### config.mk
export PLATFORM = sky130hd
export DESIGN_NAME = sim_control_wb
export DESIGN_NICKNAME = d
export VERILOG_FILES = /design/src/rtl/sim_control_pkg.sv /design/src/rtl/sim_control_fifo.sv /design/src/rtl/sim_control_wb.sv
export SDC_FILE = /design/constraint.sdc
export NUM_CORES = 1
export LEC_CHECK = 0
export CORE_UTILIZATION = 40
export CTS_BUF_LIST = sky130_fd_sc_hd__clkbuf_8
export DETAILED_ROUTE_END_ITERATION = 10
export PLACE_DENSITY_LB_ADDON = 0.12
export SYNTH_ARGS = -nofsm -noshare
export SYNTH_HDL_FRONTEND = slang
export SYNTH_SLANG_ARGS = --single-unit
### constraint.sdc
create_clock -name wb_clk_i -period 3.7 [get_ports wb_clk_i]
set_input_delay 0.74 -clock wb_clk_i [delete_from_list [all_inputs] [get_ports wb_clk_i]]
set_output_delay 0.74 -clock wb_clk_i [all_outputs]
set_load 0.02 [all_outputs]
### src/rtl/sim_control_pkg.sv
// Shared constants and types for the simulation control Wishbone slave.
package sim_control_pkg;

  localparam int unsigned DATA_W  = 32;
  localparam int unsigned BYTE_W  = 8;
  localparam int unsigned CYCLE_W = 64;
  localparam int unsigned ADDR_W  = 3;

  // Word-offset register indices (wb_adr_i[4:2])
  localparam logic [ADDR_W-1:0] REG_CON_TX   = 3'd0;
  localparam logic [ADDR_W-1:0] REG_STATUS   = 3'd1;
  localparam logic [ADDR_W-1:0] REG_EXIT     = 3'd2;
  localparam logic [ADDR_W-1:0] REG_CYCLE_LO = 3'd3;
  localparam logic [ADDR_W-1:0] REG_CYCLE_HI = 3'd4;
  localparam logic [ADDR_W-1:0] REG_WDOG     = 3'd5;

  // STATUS bit positions
  localparam int unsigned ST_EMPTY     = 0;
  localparam int unsigned ST_FULL      = 1;
  localparam int unsigned ST_EXIT      = 2;
  localparam int unsigned ST_TIMEOUT   = 3;
  localparam int unsigned ST_LEVEL_LSB = 8;

  typedef enum logic [1:0] {
    EXIT_IDLE,
    EXIT_PENDING,
    EXIT_DONE
  } exit_state_t;

endpackage

### src/rtl/sim_control_fifo.sv
// Byte FIFO for the console stream; head is presented fall-through from storage.
module sim_control_fifo
  import sim_control_pkg::*;
#(
  parameter int unsigned DEPTH_LOG2 = 4
) (
  input  logic                  clk,
  input  logic                  rst_n,
  input  logic                  push,
  input  logic [BYTE_W-1:0]     push_data,
  input  logic                  pop,
  output logic [BYTE_W-1:0]     head,
  output logic                  full,
  output logic                  empty,
  output logic [DEPTH_LOG2:0]   level
);

  localparam int unsigned DEPTH = 1 << DEPTH_LOG2;
  localparam logic [DEPTH_LOG2:0] FULL_LEVEL = {1'b1, {DEPTH_LOG2{1'b0}}};

  logic [BYTE_W-1:0]   mem [DEPTH];
  logic [DEPTH_LOG2:0] wr_ptr;
  logic [DEPTH_LOG2:0] rd_ptr;
  logic                do_push;
  logic                do_pop;

  assign do_push = push & ~full;
  assign do_pop  = pop & ~empty;
  assign level   = wr_ptr - rd_ptr;
  assign empty   = (wr_ptr == rd_ptr);
  assign full    = (level == FULL_LEVEL);
  // Head forced to zero when empty so the output is clean out of reset
  assign head    = empty ? '0 : mem[rd_ptr[DEPTH_LOG2-1:0]];

  // Pointer update; extra MSB distinguishes full from empty and wraps naturally
  always_ff @(posedge clk or negedge rst_n) begin
    if (!rst_n) begin
      wr_ptr <= '0;
      rd_ptr <= '0;
    end else begin
      if (do_push) wr_ptr <= wr_ptr + 1'b1;
      if (do_pop)  rd_ptr <= rd_ptr + 1'b1;
    end
  end

  // Storage write
  always_ff @(posedge clk) begin
    if (do_push) mem[wr_ptr[DEPTH_LOG2-1:0]] <= push_data;
  end

endmodule

### src/rtl/sim_control_wb.sv
// Simulation control slave: console FIFO, cycle counter, exit register, watchdog.
module sim_control_wb
  import sim_control_pkg::*;
#(
  parameter int unsigned FIFO_DEPTH_LOG2 = 4,
  parameter logic [31:0] TIMEOUT_CYCLES  = 32'd100_000_000
) (
  input  logic        wb_clk_i,
  input  logic        wb_rst_n_i,
  input  logic [31:0] wb_adr_i,
  input  logic [31:0] wb_dat_i,
  input  logic [3:0]  wb_sel_i,
  input  logic        wb_we_i,
  input  logic        wb_cyc_i,
  input  logic        wb_stb_i,
  output logic [31:0] wb_dat_o,
  output logic        wb_ack_o,
  output logic        wb_err_o,
  output logic [7:0]  con_data_o,
  output logic        con_valid_o,
  input  logic        con_ready_i,
  output logic        exit_valid_o,
  output logic [7:0]  exit_code_o,
  output logic        timeout_o
);

  logic [ADDR_W-1:0]        addr;
  logic                     req;
  logic                     tx_req;
  logic                     push;
  logic                     stall;
  logic                     bad;
  logic                     ack_next;
  logic                     err_next;
  logic                     exit_wr;
  logic                     wdog_wr;
  logic                     lo_rd;
  logic [DATA_W-1:0]        rdata;
  logic [DATA_W-1:0]        status;
  logic                     fifo_full;
  logic                     fifo_empty;
  logic [FIFO_DEPTH_LOG2:0] fifo_level;
  logic [CYCLE_W-1:0]       cycle_cnt;
  logic [DATA_W-1:0]        cycle_hi_snap;
  logic [DATA_W-1:0]        wdog;
  logic                     pending;
  exit_state_t              exit_state;
  exit_state_t              exit_next;
  logic                     unused_adr;

  assign unused_adr = ^{wb_adr_i[31:5], wb_adr_i[1:0]};

  assign addr   = wb_adr_i[4:2];
  assign req    = wb_cyc_i & wb_stb_i & ~wb_ack_o & ~wb_err_o;
  assign tx_req = req & wb_we_i & (addr == REG_CON_TX) & wb_sel_i[0];
  // Full FIFO holds the request in wait states; push and ack happen on the same edge
  assign push   = tx_req & ~fifo_full;
  assign stall  = tx_req & fifo_full;
  assign bad    = (addr > REG_WDOG) |
                  ((addr == REG_WDOG) & wb_we_i & (wb_sel_i != 4'hF));
  assign ack_next = req & ~bad & ~stall;
  assign err_next = req & bad;
  assign exit_wr  = ack_next & wb_we_i & (addr == REG_EXIT);
  assign wdog_wr  = ack_next & wb_we_i & (addr == REG_WDOG);
  assign lo_rd    = ack_next & ~wb_we_i & (addr == REG_CYCLE_LO);
  assign pending  = (exit_state != EXIT_IDLE);

  sim_control_fifo #(
    .DEPTH_LOG2 (FIFO_DEPTH_LOG2)
  ) u_fifo (
    .clk       (wb_clk_i),
    .rst_n     (wb_rst_n_i),
    .push      (push),
    .push_data (wb_dat_i[7:0]),
    .pop       (con_ready_i),
    .head      (con_data_o),
    .full      (fifo_full),
    .empty     (fifo_empty),
    .level     (fifo_level)
  );

  assign con_valid_o = ~fifo_empty;

  // STATUS word assembly
  always_comb begin
    status                              = '0;
    status[ST_EMPTY]                    = fifo_empty;
    status[ST_FULL]                     = fifo_full;
    status[ST_EXIT]                     = pending;
    status[ST_TIMEOUT]                  = timeout_o;
    status[ST_LEVEL_LSB +: BYTE_W]      = 8'(fifo_level);
  end

  // Read data mux; write-only and unmapped locations read as zero
  always_comb begin
    rdata = '0;
    if (!wb_we_i) begin
      case (addr)
        REG_STATUS:   rdata = status;
        REG_CYCLE_LO: rdata = cycle_cnt[31:0];
        REG_CYCLE_HI: rdata = cycle_hi_snap;
        REG_WDOG:     rdata = wdog;
        default:      rdata = '0;
      endcase
    end
  end

  // Registered bus response, one cycle wide
  always_ff @(posedge wb_clk_i or negedge wb_rst_n_i) begin
    if (!wb_rst_n_i) begin
      wb_ack_o <= 1'b0;
      wb_err_o <= 1'b0;
      wb_dat_o <= '0;
    end else begin
      wb_ack_o <= ack_next;
      wb_err_o <= err_next;
      wb_dat_o <= ack_next ? rdata : '0;
    end
  end

  // Free-running cycle counter and high-word snapshot taken on CYCLE_LO reads
  always_ff @(posedge wb_clk_i or negedge wb_rst_n_i) begin
    if (!wb_rst_n_i) begin
      cycle_cnt     <= '0;
      cycle_hi_snap <= '0;
    end else begin
      cycle_cnt <= cycle_cnt + 64'd1;
      if (lo_rd) cycle_hi_snap <= cycle_cnt[63:32];
    end
  end

  // Watchdog: bus write beats the decrement; expiry is sticky
  always_ff @(posedge wb_clk_i or negedge wb_rst_n_i) begin
    if (!wb_rst_n_i) begin
      wdog      <= TIMEOUT_CYCLES;
      timeout_o <= 1'b0;
    end else if (wdog_wr) begin
      wdog <= wb_dat_i;
    end else if ((wdog != '0) && !timeout_o && !pending) begin
      wdog <= wdog - 32'd1;
      if (wdog == 32'd1) timeout_o <= 1'b1;
    end
  end

  // Exit state register and latched exit code
  always_ff @(posedge wb_clk_i or negedge wb_rst_n_i) begin
    if (!wb_rst_n_i) begin
      exit_state  <= EXIT_IDLE;
      exit_code_o <= '0;
    end else begin
      exit_state <= exit_next;
      if (exit_wr && (exit_state == EXIT_IDLE)) exit_code_o <= wb_dat_i[7:0];
    end
  end

  // Exit next-state: completes once the console has drained with nothing in flight
  always_comb begin
    exit_next = exit_state;
    case (exit_state)
      EXIT_IDLE:    if (exit_wr) exit_next = EXIT_PENDING;
      EXIT_PENDING: if (fifo_empty && !tx_req) exit_next = EXIT_DONE;
      EXIT_DONE:    exit_next = EXIT_DONE;
      default:      exit_next = EXIT_IDLE;
    endcase
  end

  assign exit_valid_o = (exit_state == EXIT_DONE);

endmodule

* Word level (Yosys, flattened, before mapping) *
Memories as Yosys holds them, arrays and structs flattened.
Cells that the tools add are included.

word-level totals
  memory bits (writable) = 128
  memories = 1
  bits in registers = 183
  output and inout bits = 53
  logic and storage cells = 85

cells by class
  add/sub/neg operators = 5
  reductions and logical operators = 14
  magnitude comparators = 1
  bitwise gates (word level) = 29
  multiplexer cells = 11
  eq/ne operators = 13

memory list
  name        words  bits a word  rd ports  clocked after Yosys merged registers in  wr ports  RTL line                source
  u_fifo.mem  16     8            1         0                                        1         sim_control_fifo.sv:21  logic [BYTE_W-1:0] mem [DEPTH];

operators by type and width
  kind                     count
  $mux W32                 4
  $pmux W32 S4             1
  $add A64 B1 Y64 const B  1
  $eq A32 B1 Y1 const B    1
  $reduce_bool A32 Y1      1
  $sub A32 B1 Y32 const B  1
  $and A1 B1 Y1            20
  $add A5 B1 Y5 const B    2
  $mux W8                  1
  $not A1 Y1               8
  $eq A3 B2 Y1 const B     2
  $eq A3 B3 Y1 const B     2
  $pmux W2 S3              1
  $eq A5 B5 Y1             1
  $eq A5 B5 Y1 const B     1
  $sub A5 B5 Y5            1
  $logic_and A1 B1 Y1      4
  $mux W2                  2
  $ne A2 B2 Y1 const B     2
  $ne A4 B4 Y1 const B     1
  $reduce_bool A2 Y1       2
  $eq A3 B1 Y1 const B     1
  $gt A3 B3 Y1 const B     1
  $logic_not A1 Y1         3
  8 further kinds          9

* Longest topological paths before layout *
  word-level depth = 13
  gate-level depth with buffers = 11

* By module *
A second synthesis with hierarchy kept.

unflattened totals
  cells, all modules = 1032
  area total of the unflattened synthesis = 13978.4 µm²

by module, submodules not included
  module            instances  cells each  area each (µm²)
  sim_control_wb    1          762         8320.5
  sim_control_fifo  1          270         5657.9

* Least setup slack after synthesis *
Ideal clock, no wire load.

  kind = reg2reg
  from = reg u_fifo.rd_ptr[1]
  to = mem u_fifo.mem[3][0] (enable)
  arrival time = 2.902 ns
  data required time = 3.317 ns
  setup slack = 0.415 ns
  path buffers = 2
  cell stages (with the launch flop) = 11
  cells stage by stage = dfrtp_1 -> clkbuf_1 -> clkbuf_1 -> inv_1 -> ha_1 -> nor2b_1 -> o21ai_0 -> a21boi_0 -> o211ai_1 -> nand3_1 -> nor3_1

between the ends
  word-level cells in the longest chain between the ends = 7

RTL lines
  what                             RTL line                                      source
  start, declared                  sim_control_fifo.sv:23                        logic [DEPTH_LOG2:0] rd_ptr;
  start signal, assigned           sim_control_fifo.sv:42                        if (do_pop) rd_ptr <= rd_ptr + 1'b1;
  $sub A5 B5 Y5 *                  sim_control_fifo.sv:29                        assign level = wr_ptr - rd_ptr;
  $eq A5 B5 Y1 *                   sim_control_fifo.sv:31                        assign full = (level == FULL_LEVEL);
  $not A1 Y1 *                     sim_control_fifo.sv:27, sim_control_wb.sv:57
  $and A1 B1 Y1                    sim_control_wb.sv:57                          assign push = tx_req & ~fifo_full;
  $and A1 B1 Y1 *                  sim_control_fifo.sv:27                        assign do_push = push & ~full;
  $mux W1 *                        sim_control_fifo.sv:48                        if (do_push) mem[wr_ptr[DEPTH_LOG2-1:0]] <= push_data;
  $mux W1 (implied by the code) *  sim_control_fifo.sv:48
  end, declared                    sim_control_fifo.sv:21

Every way passes the cells marked *; elsewhere a longest branch is shown, timed or not.

* Final worst setup path *
  from = reg u_fifo.rd_ptr[0]
  to = out con_data_o[6]

between the ends
  word-level cells in the longest chain between the ends = 2
  elaborated cells between the ends (all ways) = 3

RTL lines
  what                                            RTL line                source
  $mem_v2 Z16 W8 or $eq A5 B5 Y1 (tied branches)  -
  $mux W8 *                                       sim_control_fifo.sv:33  assign head = empty ? '0 : mem[rd_ptr[DEPTH_LOG2-1:0]];
  end, declared                                   sim_control_wb.sv:19    output logic [7:0] con_data_o,

Marks and branches as above.

==> reports/results.tsv <==
metric	value	unit
synth_seq_cells	311	
rows	67	
root_buffer	clkbuf_8	
area_delta_synth_final	19.68	%
routedWlPerCell	20.37	um
cts.sinks	311	
fmax	280.1	MHz
synth_top_area_cell	dfrtp_1	
synth.area.top_cells	dfrtp_1 31%, edfxtp_1 28%, mux4_2 6.5%	
reg2reg_depth	9	
cts_tree	done	
final_antenna_net_count	0	
multi_input_area	5162	um2
start_kind	flip-flop	
die_x	187.8	um
crit_start	u_fifo.rd_ptr[0]	
slew_headroom	30.78	%
dp_slack	157.9	ps
tightest_slew	1038	ps
clk_latency	600	ps
synth_edf_count	128	
setup_violations	0	
rsz0062_at_grt	false	
die_y	187.8	um
cp.arrival	2830	ps
sw_frac_of_total	29.11	%
period_needed	3571	ps
finalWorstSetupSlack	129.4	ps
synth_cell_type_count	55	
power_frac_comb	23.4	%
netlist_instances	1022	
end_kind	output pin	
ff2ff_setup_slack	450	ps
internal-power	6.421	mW
gp_congestion	0.8035	
power_density	547.9	nW/um2
final_common_cell	dfrtp_1	
maxCapViolations	0	
regArea	8439	um2
grt_usage	19.69	%
routed_wl	33640	um
core_area	33780	um2
h-tree-depth	2	
drv_slew	0	
placed_cells	1553	
vias_per_cell	5.220	
synth_area	13810	um2
hold_class	in2async	
dr.pass1.iters	5	
status	completed	
yosysWarnings	0	
grt_max_degree	104	
worstReg2RegEnd	u_fifo.mem[9][7]	
path_class	reg2out	
skew	25.76	ps
worstSetupEndpoint	con_data_o[6]	
syn_nets	1113	
crit_required	2960	ps
vdd_ir_drop_max	0.3930	mV
r2r_start	u_fifo.rd_ptr[0]	
yosysSeqAreaShare	61.09	%
clkPwrFrac	33.6	%
grt_pass1_vias	9174	
yosysTopAreaCellShare	30.98	%
layout-drive-gt1-share	20.20	%
vias	8619	
timing.final.crit_share	96.50	%
synth_top_flop_cell	dfrtp_1	
die_area	35280	um2
stdcell_count	1651	
nets	1253	
cts_buffer_depth	3	
synth-async-reset-ratio	58.84	%
cts_made_buffers	53	
tns	0	ps
grt_overflow_total	0	
diodes	0	
drcViolationCount	0	
power.leakage	6.523	nW
final_cell_mix	170 x dfrtp_1, 128 x edfxtp_1, 86 x clkdlybuf4s50_1, 84 x nor2_1, 74 x mux2_2	
dp_hpwl	22250	um
utilization	48.94	%
holdBufCountCts	0	
avgSynthCellArea	13.52	um2
grt_first_pass_wirelength	53080	um
p_sw	2.636	mW
dr.first_iter.drc_count	489	
grt_antenna_before_repair	0	
io_pins	127	
fillCellCount	3065	
crit_fanout	16	
initial_core_util	40.89	%
place.port_buffers	97	
hold_violations	0	
power_frac_seq	43.0	%
clkTransAtPathRegs	70	ps
synth_stat cells (26+ instances only):
cell	count
a21oi_1	27
a22oi_1	26
and3_1	39
clkbuf_1	30
dfrtp_1	171
edfxtp_1	128
mux2_2	74
mux4_2	40
nand2_1	65
nand3_1	34
nor2_1	85
xnor2_1	57
xor2_1	44
state kept, by name, indices dropped and copies added (netlist names):
name and count:
wdog 32, cycle_hi_snap 32, u_fifo.rd_ptr 5, wb_dat_o 32
exit_code_o 8, cycle_cnt 64, timeout_o 1, wb_err_o 1
u_fifo.wr_ptr 5, exit_state 2, u_fifo.mem 128, wb_ack_o 1
logic make-up after synthesis:
group	Yosys count	share of synthesized area [%]
and+or+nand+nor	331	12.51
DFF	311	61.09
muxes	114	12.55
xor gates and xnor gates	101	6.404
AOI/OAI and AO/OA	91	4.167
buffers and inverters	57	1.685
adders and majority gates	17	1.594
metrics by stage:
step / hold WS [ps] / cell area (um2) / power [mW]
6_report: 243.0 / 16530 / 9.057
5_1_grt: 327.8 / 16530 / 9.515
4_1_cts: 283.4 / 16530 / 9.196
3_5_place_dp: 467.7 / 15460 / 6.126
3_3_place_gp: 454.9 / 15460 / 6.115
2_1_floorplan: 436.2 / 13810 / 5.295
area by class of cell:
type	instances	area share, %
well taps	448	3.391
multi-input cells	654	31.23
clock buffers	57	4.745
repair buffers	127	7.682
inverters	15	0.3633
flip-flops and latches	311	51.05
clock inverters	39	1.544
how the worst min path moves through the flow:
stage / startpoint / to / slack, ps / cells past startpoint
finish: wb_rst_n_i / cycle_cnt[15] / 240 / 1
global route: wb_rst_n_i / wdog[1] / 330 / 1
CTS: wb_rst_n_i / wdog[1] / 280 / 1
detailed placement: cycle_cnt[63] / cycle_cnt[63] / 470 / 1
global placement: cycle_cnt[63] / cycle_cnt[63] / 450 / 1
floorplan: wb_rst_n_i / cycle_cnt[0] / 440 / 0
power groups by stage:
stage	Clock, mW	Combinational, mW	Sequential (mW)
floorplan	0	1.37	3.92
global placement	0	2.16	3.95
detailed placement	0	2.17	3.95
CTS	3.12	2.18	3.89
global route	3.29	2.32	3.91
finish	3.04	2.12	3.89
repair_timing:
item / 4_1_cts / 5_1_grt
cloned: 1 / 0
endpoints found under the setup margin: 8 / 7
gates resized for setup: 8 / 3
setup buffers: 1 / 0
worst max-delay path, cell delays in order (launching register included):
cell and delay (ps):
dfrtp_2 480, buf_12 220, mux4_2 580, mux4_2 470, and2_1 170, dlygate4sd2_1 310
routing by layer:
layer / global-route usage [%] / vias to the layer above / part of all wire (%)
met2: 34.29 / 156 / 51
met1: 25.27 / 4389 / 44
met3: 3.219 / 48 / 3.4
li1: - / 4026 / -
met5: 0 / - / 0
met4: 5.566 / 0 / 2.1
No activity file was read; power rests on OpenSTA's default activity.
